<file path="src/rtl/video_mode_selector.sv">
// video_mode_selector: two raw front-panel buttons (next/prev) -> committed
// 8-bit video mode code. Each button is synchronised and debounced; rising
// debounced levels step a circular index 0..4, and the index is committed to
// mode_out only after COMMIT_DELAY idle cycles so scrolling through several
// modes produces a single mode_out change.
// Optional auto-repeat on a held button: define VIDEO_MODE_SELECTOR_AUTOREPEAT_EN.

`ifndef MODE_1080p
`define MODE_1080p 8'h01
`endif
`ifndef MODE_1080i
`define MODE_1080i 8'h02
`endif
`ifndef MODE_720p
`define MODE_720p 8'h03
`endif
`ifndef MODE_480p
`define MODE_480p 8'h04
`endif
`ifndef MODE_480i
`define MODE_480i 8'h05
`endif

// One button: 2-flop synchroniser plus stability counter. rise pulses in the
// cycle the debounced level is about to go 0->1.
module btn_debounce #(
   parameter int DEBOUNCE_CYCLES = 1000000
) (
   input  logic clock,
   input  logic reset,
   input  logic button,
   output logic level,
   output logic rise
);
   localparam int CW = (DEBOUNCE_CYCLES > 1) ? $clog2(DEBOUNCE_CYCLES) : 1;
   localparam logic [CW-1:0] LAST = CW'(DEBOUNCE_CYCLES - 1);

   logic          sync1, sync2;
   logic [CW-1:0] count;

   assign rise = sync2 & ~level & (count == LAST);

   // Two-stage synchroniser for the asynchronous button input.
   always_ff @(posedge clock or posedge reset) begin
      if (reset) begin
         sync1 <= 1'b0;
         sync2 <= 1'b0;
      end else begin
         sync1 <= button;
         sync2 <= sync1;
      end
   end

   // Accept a new level only after it has disagreed with the current one for
   // DEBOUNCE_CYCLES consecutive cycles; any bounce back restarts the count.
   always_ff @(posedge clock or posedge reset) begin
      if (reset) begin
         level <= 1'b0;
         count <= '0;
      end else if (sync2 == level) begin
         count <= '0;
      end else if (count == LAST) begin
         level <= sync2;
         count <= '0;
      end else begin
         count <= count + 1'b1;
      end
   end
endmodule

module video_mode_selector #(
   parameter int DEBOUNCE_CYCLES = 1000000,
   parameter int COMMIT_DELAY    = 50000000,
   parameter int INITIAL_INDEX   = 0,
   parameter int REPEAT_CYCLES   = 25000000
) (
   input  logic       clock,
   input  logic       reset,
   input  logic       button_next,
   input  logic       button_prev,
   output logic [7:0] mode_out,
   output logic [2:0] mode_index,
   output logic       mode_pending
);
   localparam int NUM_BTN = 2;   // bit 0 = next, bit 1 = prev
   localparam int CMW = (COMMIT_DELAY > 1) ? $clog2(COMMIT_DELAY) : 1;
   localparam logic [CMW-1:0] COMMIT_LOAD = CMW'(COMMIT_DELAY - 1);
   localparam logic [2:0] INIT_IDX = 3'(INITIAL_INDEX);

   typedef enum logic [1:0] {S_IDLE, S_WAIT, S_COMMIT} state_t;

   function automatic logic [7:0] idx_code(input logic [2:0] idx);
      case (idx)
         3'd0:    idx_code = `MODE_1080p;
         3'd1:    idx_code = `MODE_1080i;
         3'd2:    idx_code = `MODE_720p;
         3'd3:    idx_code = `MODE_480p;
         3'd4:    idx_code = `MODE_480i;
         default: idx_code = `MODE_1080p;
      endcase
   endfunction

   logic [NUM_BTN-1:0] raw, level, rise;
   logic               step_next, step_prev, step_any;
   logic [2:0]         next_index, committed;
   logic [CMW-1:0]     commit_cnt;
   state_t             state;

   assign raw = {button_prev, button_next};

   for (genvar b = 0; b < NUM_BTN; b++) begin : g_btn
      btn_debounce #(.DEBOUNCE_CYCLES(DEBOUNCE_CYCLES)) u_db (
         .clock  (clock),
         .reset  (reset),
         .button (raw[b]),
         .level  (level[b]),
         .rise   (rise[b])
      );
   end

`ifdef VIDEO_MODE_SELECTOR_AUTOREPEAT_EN
   localparam int RPW = (REPEAT_CYCLES > 1) ? $clog2(REPEAT_CYCLES) : 1;
   localparam logic [RPW-1:0] REPEAT_LAST = RPW'(REPEAT_CYCLES - 1);

   logic           one_high, repeat_fire;
   logic [RPW-1:0] repeat_cnt;

   assign one_high    = level[0] ^ level[1];
   assign repeat_fire = one_high & (repeat_cnt == REPEAT_LAST);
   assign step_next   = rise[0] | (repeat_fire & level[0]);
   assign step_prev   = rise[1] | (repeat_fire & level[1]);

   // Hold timer: runs only while exactly one button is held, fires every
   // REPEAT_CYCLES after the press step.
   always_ff @(posedge clock or posedge reset) begin
      if (reset)
         repeat_cnt <= '0;
      else if (!one_high || repeat_fire)
         repeat_cnt <= '0;
      else
         repeat_cnt <= repeat_cnt + 1'b1;
   end
`else
   logic unused_repeat;
   assign unused_repeat = (REPEAT_CYCLES != 0);
   assign step_next     = rise[0];
   assign step_prev     = rise[1];
`endif

   // Opposite steps in the same cycle cancel out entirely.
   assign step_any = step_next ^ step_prev;

   // Circular index arithmetic; out-of-range values recover to 0 on any step.
   always_comb begin
      next_index = mode_index;
      if (step_next && !step_prev) begin
         next_index = (mode_index >= 3'd4) ? 3'd0 : mode_index + 3'd1;
      end else if (step_prev && !step_next) begin
         if (mode_index == 3'd0)
            next_index = 3'd4;
         else if (mode_index > 3'd4)
            next_index = 3'd0;
         else
            next_index = mode_index - 3'd1;
      end
   end

   // Selected (not yet committed) index.
   always_ff @(posedge clock or posedge reset) begin
      if (reset)
         mode_index <= INIT_IDX;
      else
         mode_index <= next_index;
   end

   // Commit FSM: every step restarts the idle timer; when it expires the
   // current index is copied to mode_out, but only if it actually differs.
   always_ff @(posedge clock or posedge reset) begin
      if (reset) begin
         state      <= S_IDLE;
         commit_cnt <= '0;
         committed  <= INIT_IDX;
         mode_out   <= idx_code(INIT_IDX);
      end else begin
         case (state)
            S_IDLE: begin
               if (step_any) begin
                  state      <= S_WAIT;
                  commit_cnt <= COMMIT_LOAD;
               end
            end
            S_WAIT: begin
               if (step_any)
                  commit_cnt <= COMMIT_LOAD;
               else if (commit_cnt == '0)
                  state <= S_COMMIT;
               else
                  commit_cnt <= commit_cnt - 1'b1;
            end
            S_COMMIT: begin
               if (mode_index != committed) begin
                  mode_out  <= idx_code(mode_index);
                  committed <= mode_index;
               end
               // A step landing on the commit cycle starts a fresh delay.
               if (step_any) begin
                  state      <= S_WAIT;
                  commit_cnt <= COMMIT_LOAD;
               end else begin
                  state <= S_IDLE;
               end
            end
            default: state <= S_IDLE;
         endcase
      end
   end

   // Registered "selection not yet committed" flag.
   always_ff @(posedge clock or posedge reset) begin
      if (reset)
         mode_pending <= 1'b0;
      else
         mode_pending <= (mode_index != committed);
   end
endmodule

</file>
<file path="config.mk">
export PLATFORM = sky130hd
export DESIGN_NAME = video_mode_selector
export DESIGN_NICKNAME = d
export VERILOG_FILES = /design/src/rtl/video_mode_selector.sv
export SDC_FILE = /design/constraint.sdc
export NUM_CORES = 1
export LEC_CHECK = 0
export ABC_AREA = 1
export CAP_MARGIN = 20
export CELL_PAD_IN_SITES_DETAIL_PLACEMENT = 1
export CELL_PAD_IN_SITES_GLOBAL_PLACEMENT = 2
export CORE_MARGIN = 3
export CORE_UTILIZATION = 32
export CTS_CLUSTER_DIAMETER = 100
export DETAILED_ROUTE_END_ITERATION = 16
export GPL_TIMING_DRIVEN = 1
export HOLD_SLACK_MARGIN = 0.15
export PLACE_DENSITY_LB_ADDON = 0.1
export SETUP_SLACK_MARGIN = 0.4
export SYNTH_ARGS = -nofsm -noshare
export SYNTH_HDL_FRONTEND = slang
export SYNTH_HIERARCHICAL = 1
export SYNTH_SLANG_ARGS = --single-unit
</file>
<file path="constraint.sdc">
create_clock -name clock -period 2.5 [get_ports clock]
set_input_delay 0.625 -clock clock [delete_from_list [all_inputs] [get_ports clock]]
set_output_delay 0.625 -clock clock [all_outputs]
set_load 0.01 [all_outputs]
</file>
==> results of run 1 <==
where the power goes:
group          switching (mW)  internal [mW]  total [mW]
logic                  0.0678         0.0332       0.101
clock network           0.583          0.800        1.38
registers              0.0118           1.37        1.38
area by class of cell:
type	count	area, um2	area share, %
inverters	78	305	4.82
repair buffers	46	409	6.46
multi-input cells	562	2940	46.5
flip-flops and latches	84	2110	33.3
well taps	211	264	4.17
clock buffers	10	239	3.77
clock inverters	6	63.8	1.01
layout by cell type (no fill, tap or decap), drive strengths merged, types with 7 or more instances in the layout:
master         Yosys  layout
dfrtp             83      83
nor2             165     165
xor2              14      14
inv               75      74
nand4             16      16
o21ai             25      25
nand2            211     211
a21oi             14      14
clkdlybuf4s50      0       8
xnor2             10      10
nand3             78      78
clkinv             3       7
clkbuf             3      11
buf               12      35
ha                10      10
worst paths after layout:
| kind | start | to | slack [ns] | cells after the start |
|---|---|---|---|---|
| setup / recovery | g_btn[1].u_db/count[12]$_DFF_PP0_ | commit_cnt[18]$_DFFE_PP0P_ | 0.43 | 14 |
| max in group asynchronous | reset | mode_out[0]$_DFFE_PP1P_ | 1.30 | 3 |
| setup reg to reg | g_btn[1].u_db/count[12]$_DFF_PP0_ | commit_cnt[18]$_DFFE_PP0P_ | 0.43 | 14 |
| hold reg to reg | g_btn[0].u_db/sync1$_DFF_PP0_ | g_btn[0].u_db/sync2$_DFF_PP0_ | 0.35 | 0 |
| hold / removal | g_btn[0].u_db/sync1$_DFF_PP0_ | g_btn[0].u_db/sync2$_DFF_PP0_ | 0.35 | 0 |
| min in group asynchronous | reset | g_btn[0].u_db/sync1$_DFF_PP0_ | 0.59 | 2 |
cells by family after synthesis:
family                     Yosys count
other                                1
and+or+nand+nor                    480
adders and majority gates           10
xor gates and xnor gates            24
DFF                                 84
buffers and inverters               93
AOI/OAI and AO/OA                   43
flip-flops by register name, indices dropped and copies added, names as in the netlist:
signal / cells
state: 2
commit_cnt: 26
mode_pending: 1
mode_index: 3
committed: 3
mode_out: 3
g_btn.u_db/level: 2
g_btn.u_db/sync1: 2
g_btn.u_db/count: 40
g_btn.u_db/sync2: 2
layer usage:
metal  vias to the layer above  GRT usage (%)
met1                      2414           23.0
met5                         -              0
met4                         0           3.60
met3                        10           3.93
met2                        43           29.5
li1                       2394              -
synth_stat cells, drive strengths merged:
master | instances | area (um2)
nand2 | 211 | 853
nor2 | 165 | 686
o21bai | 2 | 15.0
clkinv | 3 | 11.3
nand3 | 78 | 410
buf | 12 | 93.8
inv | 75 | 282
xor2 | 14 | 123
xnor2 | 10 | 87.6
a31oi | 1 | 6.26
nand4 | 16 | 106
ha | 10 | 125
a21oi | 14 | 70.1
nor3 | 5 | 25.0
clkbuf | 3 | 11.3
o2111ai | 1 | 8.76
dfrtp | 83 | 2080
o21ai | 25 | 125
conb | 1 | 3.75
dfstp | 1 | 26.3
nand3b | 5 | 45.0
what timing repair did:
item	CTS	global route
resized for setup	12	55
endpoints found under the setup margin	29	32
pin swaps	5	35
cloned	0	1
setup buffers	9	6
==> impl_metrics.yaml, run 1 <==
timing:
  fin_crit_sh_pct: 82.8
  fin_skew_ns: 0.00830
  setup_slack_ns: 0.429
  setup_viol: 0
  finalMaxSlewViolations: 0
  worst_pin_slew_ns: 0.579
  fmax_ghz: 0.483
  rsz0062_at_grt: "yes"
  fin_crit_ns: 2.07
  hold_ws_ns: 0.350
  slew_headroom_pct: 61.3
  fin_tns_setup_ns: 0
  finalHoldViolCount: 0
route:
  drcViolationCount: 0
  drt-pass1-iter-count: 4
  wl_met1_um: 7120
  wl_per_cell_um: 15.4
  drtAntennaViolNets: 0
  wl_met3_um: 432
  drt_iter0_drc: 211
  top_layer: "met4"
  wl_um: 15300
  via_per_inst: 4.88
  num_vias: 4861
  wl_met2_um: 7610
finish:
  fillers: 1971
  fin_area_um2: 6330
  antennaDiodeCount: 0
  drive_gt1_share_pct: 17.6
  finalNonFillerCells: 997
  utilization_pct: 40.8
  num-nets-final: 795
  area.growth.synth_to_final_pct: 22.0
clock_network:
  cts_buffer_depth: 2
  cts_inserted_buffers: 9
  cts_tree: "yes"
  clkSinkCount: 84
  holdBufCountCts: 0
  htree_num_levels: 3
  clk_latency_ns: 0.35
  clkSlewWorstSetupHoldPaths_ns: 0.07
  cts.root.buffer_cell: "clkbuf_16"
hold_path:
  hp-class: "reg -> reg"
critical_path:
  critPathTopFamily: "simple AND/OR/NAND/NOR gates"
  crit_slowest_cell: "dfrtp_1"
  path_cells: "nor2_2 > nand2_1 > nor2_2 > nand3_4 > nor2_4 > inv_2 > ha_4 > nand2_8 > clkinv_8 > clkbuf_16 > nand2_1 > nor2_1 > nand3_1 > nand2_1"
  path_common_cell: "nand2_1"
  critPathBufInv: 3
  critPathMaxStageDelay_ns: 0.42
  start_kind: "flip-flop"
  cp_max_fo: 7
  end_kind: "flip-flop"
  crit_type: "reg -> reg"
  required_ns: 2.79
  cp.arrival_ns: 2.36
die:
  die_h_um: 133
  initial_utilization_pct: 33.4
  die-area_um2: 17800
  core_um2: 15500
  fp-row-count: 45
  die_w_um: 133
  ioPinCount: 16
power_and_ir_drop:
  max-vdd-ir-drop_mv: 0.317
  finalPower_mw: 2.87
  cellPowerDensity_nw_per_um2: 452
  total_leakage_power_nw: 3.11
place:
  place_inst: 965
  gp_congestion: 0.810
  preCtsSetupSlack_ns: 0.146
  dp_hpwl_um: 11200
  place_area_um2: 5660
  portBuffers: 10
grt:
  grt_pass1_vias: 5064
  grt_pass1_wl_um: 25100
  grt_antenna_before_repair: 0
  track_usage_pct: 17.4
  overflow: 0
  grt_max_degree: 39
logic_synthesis:
  synth.distinct_cells: 35
  synthAdderAreaFrac_pct: 2.41
  synth-compound-area-share_pct: 4.34
  synth-xor-area-share_pct: 4.05
  yosys_warnings: 6
  synthSimpleGateAreaFrac_pct: 40.9
  synth_top_family_by_area: "simple AND/OR/NAND/NOR gates"
  synth_area_um2: 5190
  syn_area_per_cell_um2: 7.06
  synth_mux_area_share_pct: 0
  synth-seq-cells: 84
  syn_inst: 735
  synth-seq-area-share_pct: 40.5
outcome:
  status: "completed"
flow_run:
  cap_violations: 0
No activity file was read; power rests on OpenSTA's default activity.
==> inputs of run 2 (changes only) <==
Clock period 2.5 ns to 1.8 ns, I/O delays scaled along.
==> run 2 against run 1 <==
The flow now finishes with violations (negative setup slack). Count of clock-buffer cells in the layout unchanged. Hold slack improved by 0.0060 ns. Register-to-register slack got worse by 0.71 ns. Cell area is 20% higher. Die area unchanged. First-iteration DRC count is 33% lower. Worst setup slack worse by 0.71 ns. Critical endpoint is now commit_cnt[15]$_DFFE_PP0P_.
==> impl_metrics.yaml, run 2 (synthesis results as in run 1) <==
outcome:
  status: "finished with violations"
  violations: "negative setup slack"
critical_path:
  r2r-start: "g_btn[0].u_db/count[0]$_DFF_PP0_"
  end_kind: "flip-flop"
  required_ns: 2.04
  start_kind: "flip-flop"
  cp.arrival_ns: 2.33
  r2r-end: "commit_cnt[15]$_DFFE_PP0P_"
  regToRegSetupSlack_ns: -0.28
  reg2reg_depth: 12
  crit_type: "reg -> reg"
  cp_max_fo: 6
clock_network:
  cts_buffer_depth: 2
  clkSlewWorstSetupHoldPaths_ns: 0.07
  cts_inserted_buffers: 9
  cts_tree: "yes"
  clk_latency_ns: 0.35
  clkSinkCount: 84
  holdBufCountCts: 0
  cts.root.buffer_cell: "clkbuf_16"
  htree_num_levels: 3
die:
  die_h_um: 133
  initial_utilization_pct: 33.4
  die_w_um: 133
  ioPinCount: 16
  fp-row-count: 45
  die-area_um2: 17800
  core_um2: 15500
grt:
  overflow: 0
  grt_antenna_before_repair: 0
  grt_max_degree: 31
  met3_usage_pct: 3.47
  grt_pass1_wl_um: 28600
  top_usage_layer: "met2"
  grt_use_met1_pct: 24.6
  grt_pass1_vias: 5691
  grt_use_met2_pct: 36.6
  track_usage_pct: 20.1
power_and_ir_drop:
  cellPowerDensity_nw_per_um2: 547
  max-vdd-ir-drop_mv: 0.450
  finalPower_mw: 4.16
  total_leakage_power_nw: 3.77
timing:
  fin_crit_sh_pct: 116
  rsz0062_at_grt: "yes"
  fin_skew_ns: 0.00492
  finalMaxSlewViolations: 0
  hold_ws_ns: 0.356
  worst_pin_slew_ns: 0.583
  fin_crit_ns: 2.08
  slew_headroom_pct: 61.1
  setup_slack_ns: -0.284
  fmax_ghz: 0.480
  finalHoldViolCount: 0
  setup_viol: 31
  fin_tns_setup_ns: -7.23
finish:
  area.growth.synth_to_final_pct: 46.7
  largest_reg_flops: 40
  final_common_cell: "nand2_1"
  fin_area_um2: 7610
  multiInputGateArea_um2: 3360
  fillers: 1930
  seqCellArea_um2: 2110
  regMostFlops: "g_btn.u_db/count"
  num-nets-final: 890
  layout_common_cells: "169 x nand2_1, 116 x nor2_1, 101 x buf_4, 80 x dfrtp_1, 65 x inv_1"
  drive_gt1_share_pct: 35.0
  antennaDiodeCount: 0
  reg.largest.list: "g_btn.u_db/count (40), commit_cnt (26)"
flow_run:
  cap_violations: 0
place:
  gp_congestion: 0.851
  place_area_um2: 6320
  portBuffers: 10
  dp_hpwl_um: 12100
route:
  drtAntennaViolNets: 0
  drcViolationCount: 0
  wl_per_cell_um: 16.0
  num_vias: 5297
  drt-pass1-iter-count: 4
  wl_um: 17500
  via_per_inst: 4.85
  drt_iter0_drc: 142
hold_path:
  hold_depth: 0
  hold_end: "g_btn[1].u_db/sync2$_DFF_PP0_"
  hp-start: "g_btn[1].u_db/sync1$_DFF_PP0_"
  hp-class: "reg -> reg"
==> run 2: cell types whose count changed in the layout (fill, tap and decap cells not counted), sizes merged, moves of 2 or more <==
cell	previous run	this run
buf	35	135
clkdlybuf4s50	8	3
nand2	211	214
clkinvlp	2	0
dlymetal6s2s	2	0
inv	74	76
==> run 2: what timing repair did <==
action / CTS / global route
pin swaps: 21 / 46
setup buffers: 18 / 20
setup endpoints to repair: 68 / 74
gates resized for setup: 114 / 96
gates cloned: 4 / 0
==> run 2: where the power goes <==
part           total, mW  leakage (nW)  internal (mW)  switching [mW]
registers           1.92          1.15           1.90          0.0136
logic              0.194          2.46         0.0744           0.120
clock network       2.05         0.157           1.22           0.831
==> run 2: worst max-delay path, cell delays in order (launching register included) <==
cell and delay, ns:
dfrtp_1 0.40, ha_4 0.17, nand3_4 0.10, nor2_4 0.18
nand3_4 0.11, nor2_4 0.15, ha_4 0.24, buf_6 0.13
nand2_8 0.11, buf_12 0.13, nand2_4 0.10, nand2_1 0.10
nand2_1 0.05
==> run 2: area by class of cell <==
type                            count  area share, %
Timing Repair Buffer              138           16.3
Clock inverter                      6           1.15
Tap cell                          211           3.47
Multi-Input combinational cell    565           44.1
Inverter                           78           4.31
Sequential cell                    84           27.7
Clock buffer                       10           3.01
==> run 2: worst max-delay path by stage <==
| stage | cells after the start | start | to | slack [ns] |
|---|---|---|---|---|
| 2_1_floorplan | 13 | g_btn[1].u_db/count[0]$_DFF_PP0_ | commit_cnt[25]$_DFFE_PP0P_ | -0.19 |
| 3_3_place_gp | 14 | g_btn[1].u_db/count[7]$_DFF_PP0_ | commit_cnt[9]$_DFFE_PP0P_ | -0.32 |
| 3_5_place_dp | 14 | g_btn[1].u_db/count[7]$_DFF_PP0_ | commit_cnt[24]$_DFFE_PP0P_ | -0.40 |
| 4_1_cts | 12 | g_btn[0].u_db/count[0]$_DFF_PP0_ | commit_cnt[11]$_DFFE_PP0P_ | -0.22 |
| 5_1_grt | 12 | g_btn[0].u_db/count[1]$_DFF_PP0_ | commit_cnt[15]$_DFFE_PP0P_ | -0.39 |
| 6_report | 12 | g_btn[0].u_db/count[0]$_DFF_PP0_ | commit_cnt[15]$_DFFE_PP0P_ | -0.28 |
==> run 2: metrics by stage <==
stage          utilization [%]  worst slack (ns)  instances
2_1_floorplan                -            -0.190        739
3_3_place_gp              40.7            -0.323       1034
3_5_place_dp              40.7            -0.403       1034
4_1_cts                   45.7            -0.222       1072
5_1_grt                   49.0            -0.392       1092
6_report                  49.0            -0.284       1092
==> run 2: layer usage <==
metal,wire length (um),part of all wire (%),vias to the layer above
li1,-,-,2603
met1,7630,44,2635
met2,9330,53,44
met3,349,2.0,15
met4,210,1.2,0
met5,0,0,-
==> inputs of run 3 (changes only) <==
Settings changed: SETUP_SLACK_MARGIN 0.4 to 0.15, SLEW_MARGIN set to 20.
==> run 3 against run 2 <==
The flow still finishes with violations (negative setup slack). Cell area is 5.5% lower. Hold slack about the same. Worst setup slack gained 0.021 ns. Flip-flop and latch count is the same. Clock power is essentially flat. Routed wire length shrank 3.5%. Power decreased by 0.84%. Combinational power is 16% lower. Maximum frequency up 1.0%. Global-route usage decreased by 0.22 points. Critical path type unchanged. Largest cell class unchanged.
==> impl_metrics.yaml, run 3 (synthesis results as in run 1) <==
place:
  portBuffers: 10
  preCtsSetupSlack_ns: -0.403
  gp_congestion: 0.851
  place_inst: 1034
  dp_hpwl_um: 12100
power_and_ir_drop:
  p_comb_share_pct: 3.9
  total_leakage_power_nw: 3.58
  p_seq_share_pct: 46.4
  p_int_mw: 3.18
  power_switching_mw: 0.945
  p_clk_share_pct: 49.7
  max-vdd-ir-drop_mv: 0.461
  cellPowerDensity_nw_per_um2: 574
  p_sw_share_pct: 22.9
critical_path:
  cp.arrival_ns: 2.31
  reg2reg_depth: 14
  regToRegSetupSlack_ns: -0.26
  critPathCapture: "commit_cnt[15]$_DFFE_PP0P_"
  end_kind: "flip-flop"
  r2r-end: "commit_cnt[15]$_DFFE_PP0P_"
  cp_max_fo: 6
  start_kind: "flip-flop"
  crit_type: "reg -> reg"
  critPathLaunch: "g_btn[1].u_db/count[0]$_DFF_PP0_"
  required_ns: 2.04
  r2r-start: "g_btn[1].u_db/count[0]$_DFF_PP0_"
grt:
  grt_pass1_vias: 5633
  grt_pass1_wl_um: 28300
  overflow: 0
  track_usage_pct: 19.9
  grt_antenna_before_repair: 0
  grt_max_degree: 31
hold_path:
  hp-class: "reg -> reg"
die:
  initial_utilization_pct: 33.4
  core_um2: 15500
  die_h_um: 133
  die-area_um2: 17800
  fp-row-count: 45
  die_w_um: 133
  ioPinCount: 16
finish:
  largest_reg_flops: 40
  area.growth.synth_to_final_pct: 38.6
  regMostFlops: "g_btn.u_db/count"
  antennaDiodeCount: 0
  layout_common_cells: "175 x nand2_1, 128 x nor2_1, 96 x buf_4, 81 x dfrtp_1, 66 x inv_1"
  reg.largest.list: "g_btn.u_db/count (40), commit_cnt (26)"
  finalNonFillerCells: 1077
  num-nets-final: 875
  fillers: 1964
  drive_gt1_share_pct: 28.6
  final_common_cell: "nand2_1"
route:
  drtAntennaViolNets: 0
  wl_um: 16900
  num_vias: 5222
  drt_iter0_drc: 137
  drt-pass1-iter-count: 4
  drcViolationCount: 0
  wl_per_cell_um: 15.7
  via_per_inst: 4.85
timing:
  slew_headroom_pct: 61.1
  finalMaxSlewViolations: 0
  fin_skew_ns: 0.00664
  setup_viol: 31
  fmax_ghz: 0.485
  hold_ws_ns: 0.356
  rsz0062_at_grt: "yes"
  setup_slack_ns: -0.263
  worst_pin_slew_ns: 0.583
  fin_crit_ns: 2.06
  fin_crit_sh_pct: 115
  finalHoldViolCount: 0
flow_run:
  cap_violations: 0
clock_network:
  cts_buffer_depth: 2
  cts_tree: "yes"
  clkSinkCount: 84
  cts.root.buffer_cell: "clkbuf_16"
  holdBufCountCts: 0
  clkSlewWorstSetupHoldPaths_ns: 0.07
  htree_num_levels: 3
  clk_latency_ns: 0.35
  cts_inserted_buffers: 9
outcome:
  violations: "negative setup slack"
  status: "finished with violations"
run 3: changes by cell type in the layout (fill, tap and decap cells not counted), sizes merged:
cell,before,now
clkinvlp,0,2
inv,76,75
buf,135,113
dlygate4sd2,0,7
clkinv,6,5
run 3: worst min path at each step:
stage / from / endpoint / slack [ns] / cells past startpoint
global route: g_btn[1].u_db/sync1$_DFF_PP0_ / g_btn[1].u_db/sync2$_DFF_PP0_ / 0.37 / 0
floorplan: g_btn[0].u_db/sync1$_DFF_PP0_ / g_btn[0].u_db/sync2$_DFF_PP0_ / 0.33 / 0
CTS: g_btn[1].u_db/sync1$_DFF_PP0_ / g_btn[1].u_db/sync2$_DFF_PP0_ / 0.36 / 0
finish: g_btn[1].u_db/sync1$_DFF_PP0_ / g_btn[1].u_db/sync2$_DFF_PP0_ / 0.36 / 0
detailed placement: g_btn[1].u_db/sync1$_DFF_PP0_ / g_btn[1].u_db/sync2$_DFF_PP0_ / 0.35 / 0
global placement: g_btn[1].u_db/sync1$_DFF_PP0_ / g_btn[1].u_db/sync2$_DFF_PP0_ / 0.33 / 0
run 3: area by class of cell:
type                       count  area (um2)  area share (%)
sequential                    84        2110            29.3
inverter                      78         315            4.38
tap                          211         264            3.67
multi-input combinational    565        3110            43.2
clock buffer                  10         229            3.18
timing repair buffer         123        1080            15.1
clock inverter                 6        87.6            1.22
run 3: layer usage:
layer / wire, um / part of all wire [%] / up-vias / GRT usage (%)
li1: - / - / 2575 / -
met3: 309 / 1.8 / 17 / 3.44
met4: 226 / 1.3 / 0 / 5.09
met5: 0 / 0 / - / 0
met2: 8790 / 52 / 39 / 36.3
met1: 7580 / 45 / 2591 / 24.3
run 3: repair_timing:
action	CTS	global route
buffers inserted	14	9
setup endpoints to repair	38	33
gates cloned	4	0
gates resized for setup	65	41
pin swaps	15	27
run 3: power groups by stage:
stage | Combinational, mW | Sequential (mW) | Clock, mW
finish | 0.162 | 1.92 | 2.05
global route | 0.183 | 1.92 | 2.20
CTS | 0.163 | 1.92 | 2.12
detailed placement | 0.155 | 1.95 | 0
global placement | 0.147 | 1.95 | 0
floorplan | 0.0860 | 1.95 | 0
run 3: worst max-delay path: stages (launching register included):
cell and delay [ns]:
dfrtp_1 0.40, ha_4 0.17, nand3_4 0.08, nor2_4 0.17, nand3_4 0.10, nor2_4 0.09
inv_2 0.05, ha_4 0.30, nand2_8 0.09, clkinv_8 0.09, buf_12 0.12, buf_8 0.11
nand3_1 0.08, nand3_1 0.07, nand2_1 0.05
run 3: through the flow:
stage / util, % / power [mW] / TNS (ns) / instance area, um2
global route: 46.3 / 4.30 / -10.16 / 7190
finish: 46.3 / 4.13 / -6.31 / 7190
CTS: 44.9 / 4.20 / -5.70 / 6980
detailed placement: 40.7 / 2.10 / -9.73 / 6320
floorplan: - / 2.04 / -3.66 / 5340
global placement: 40.7 / 2.09 / -7.55 / 6320
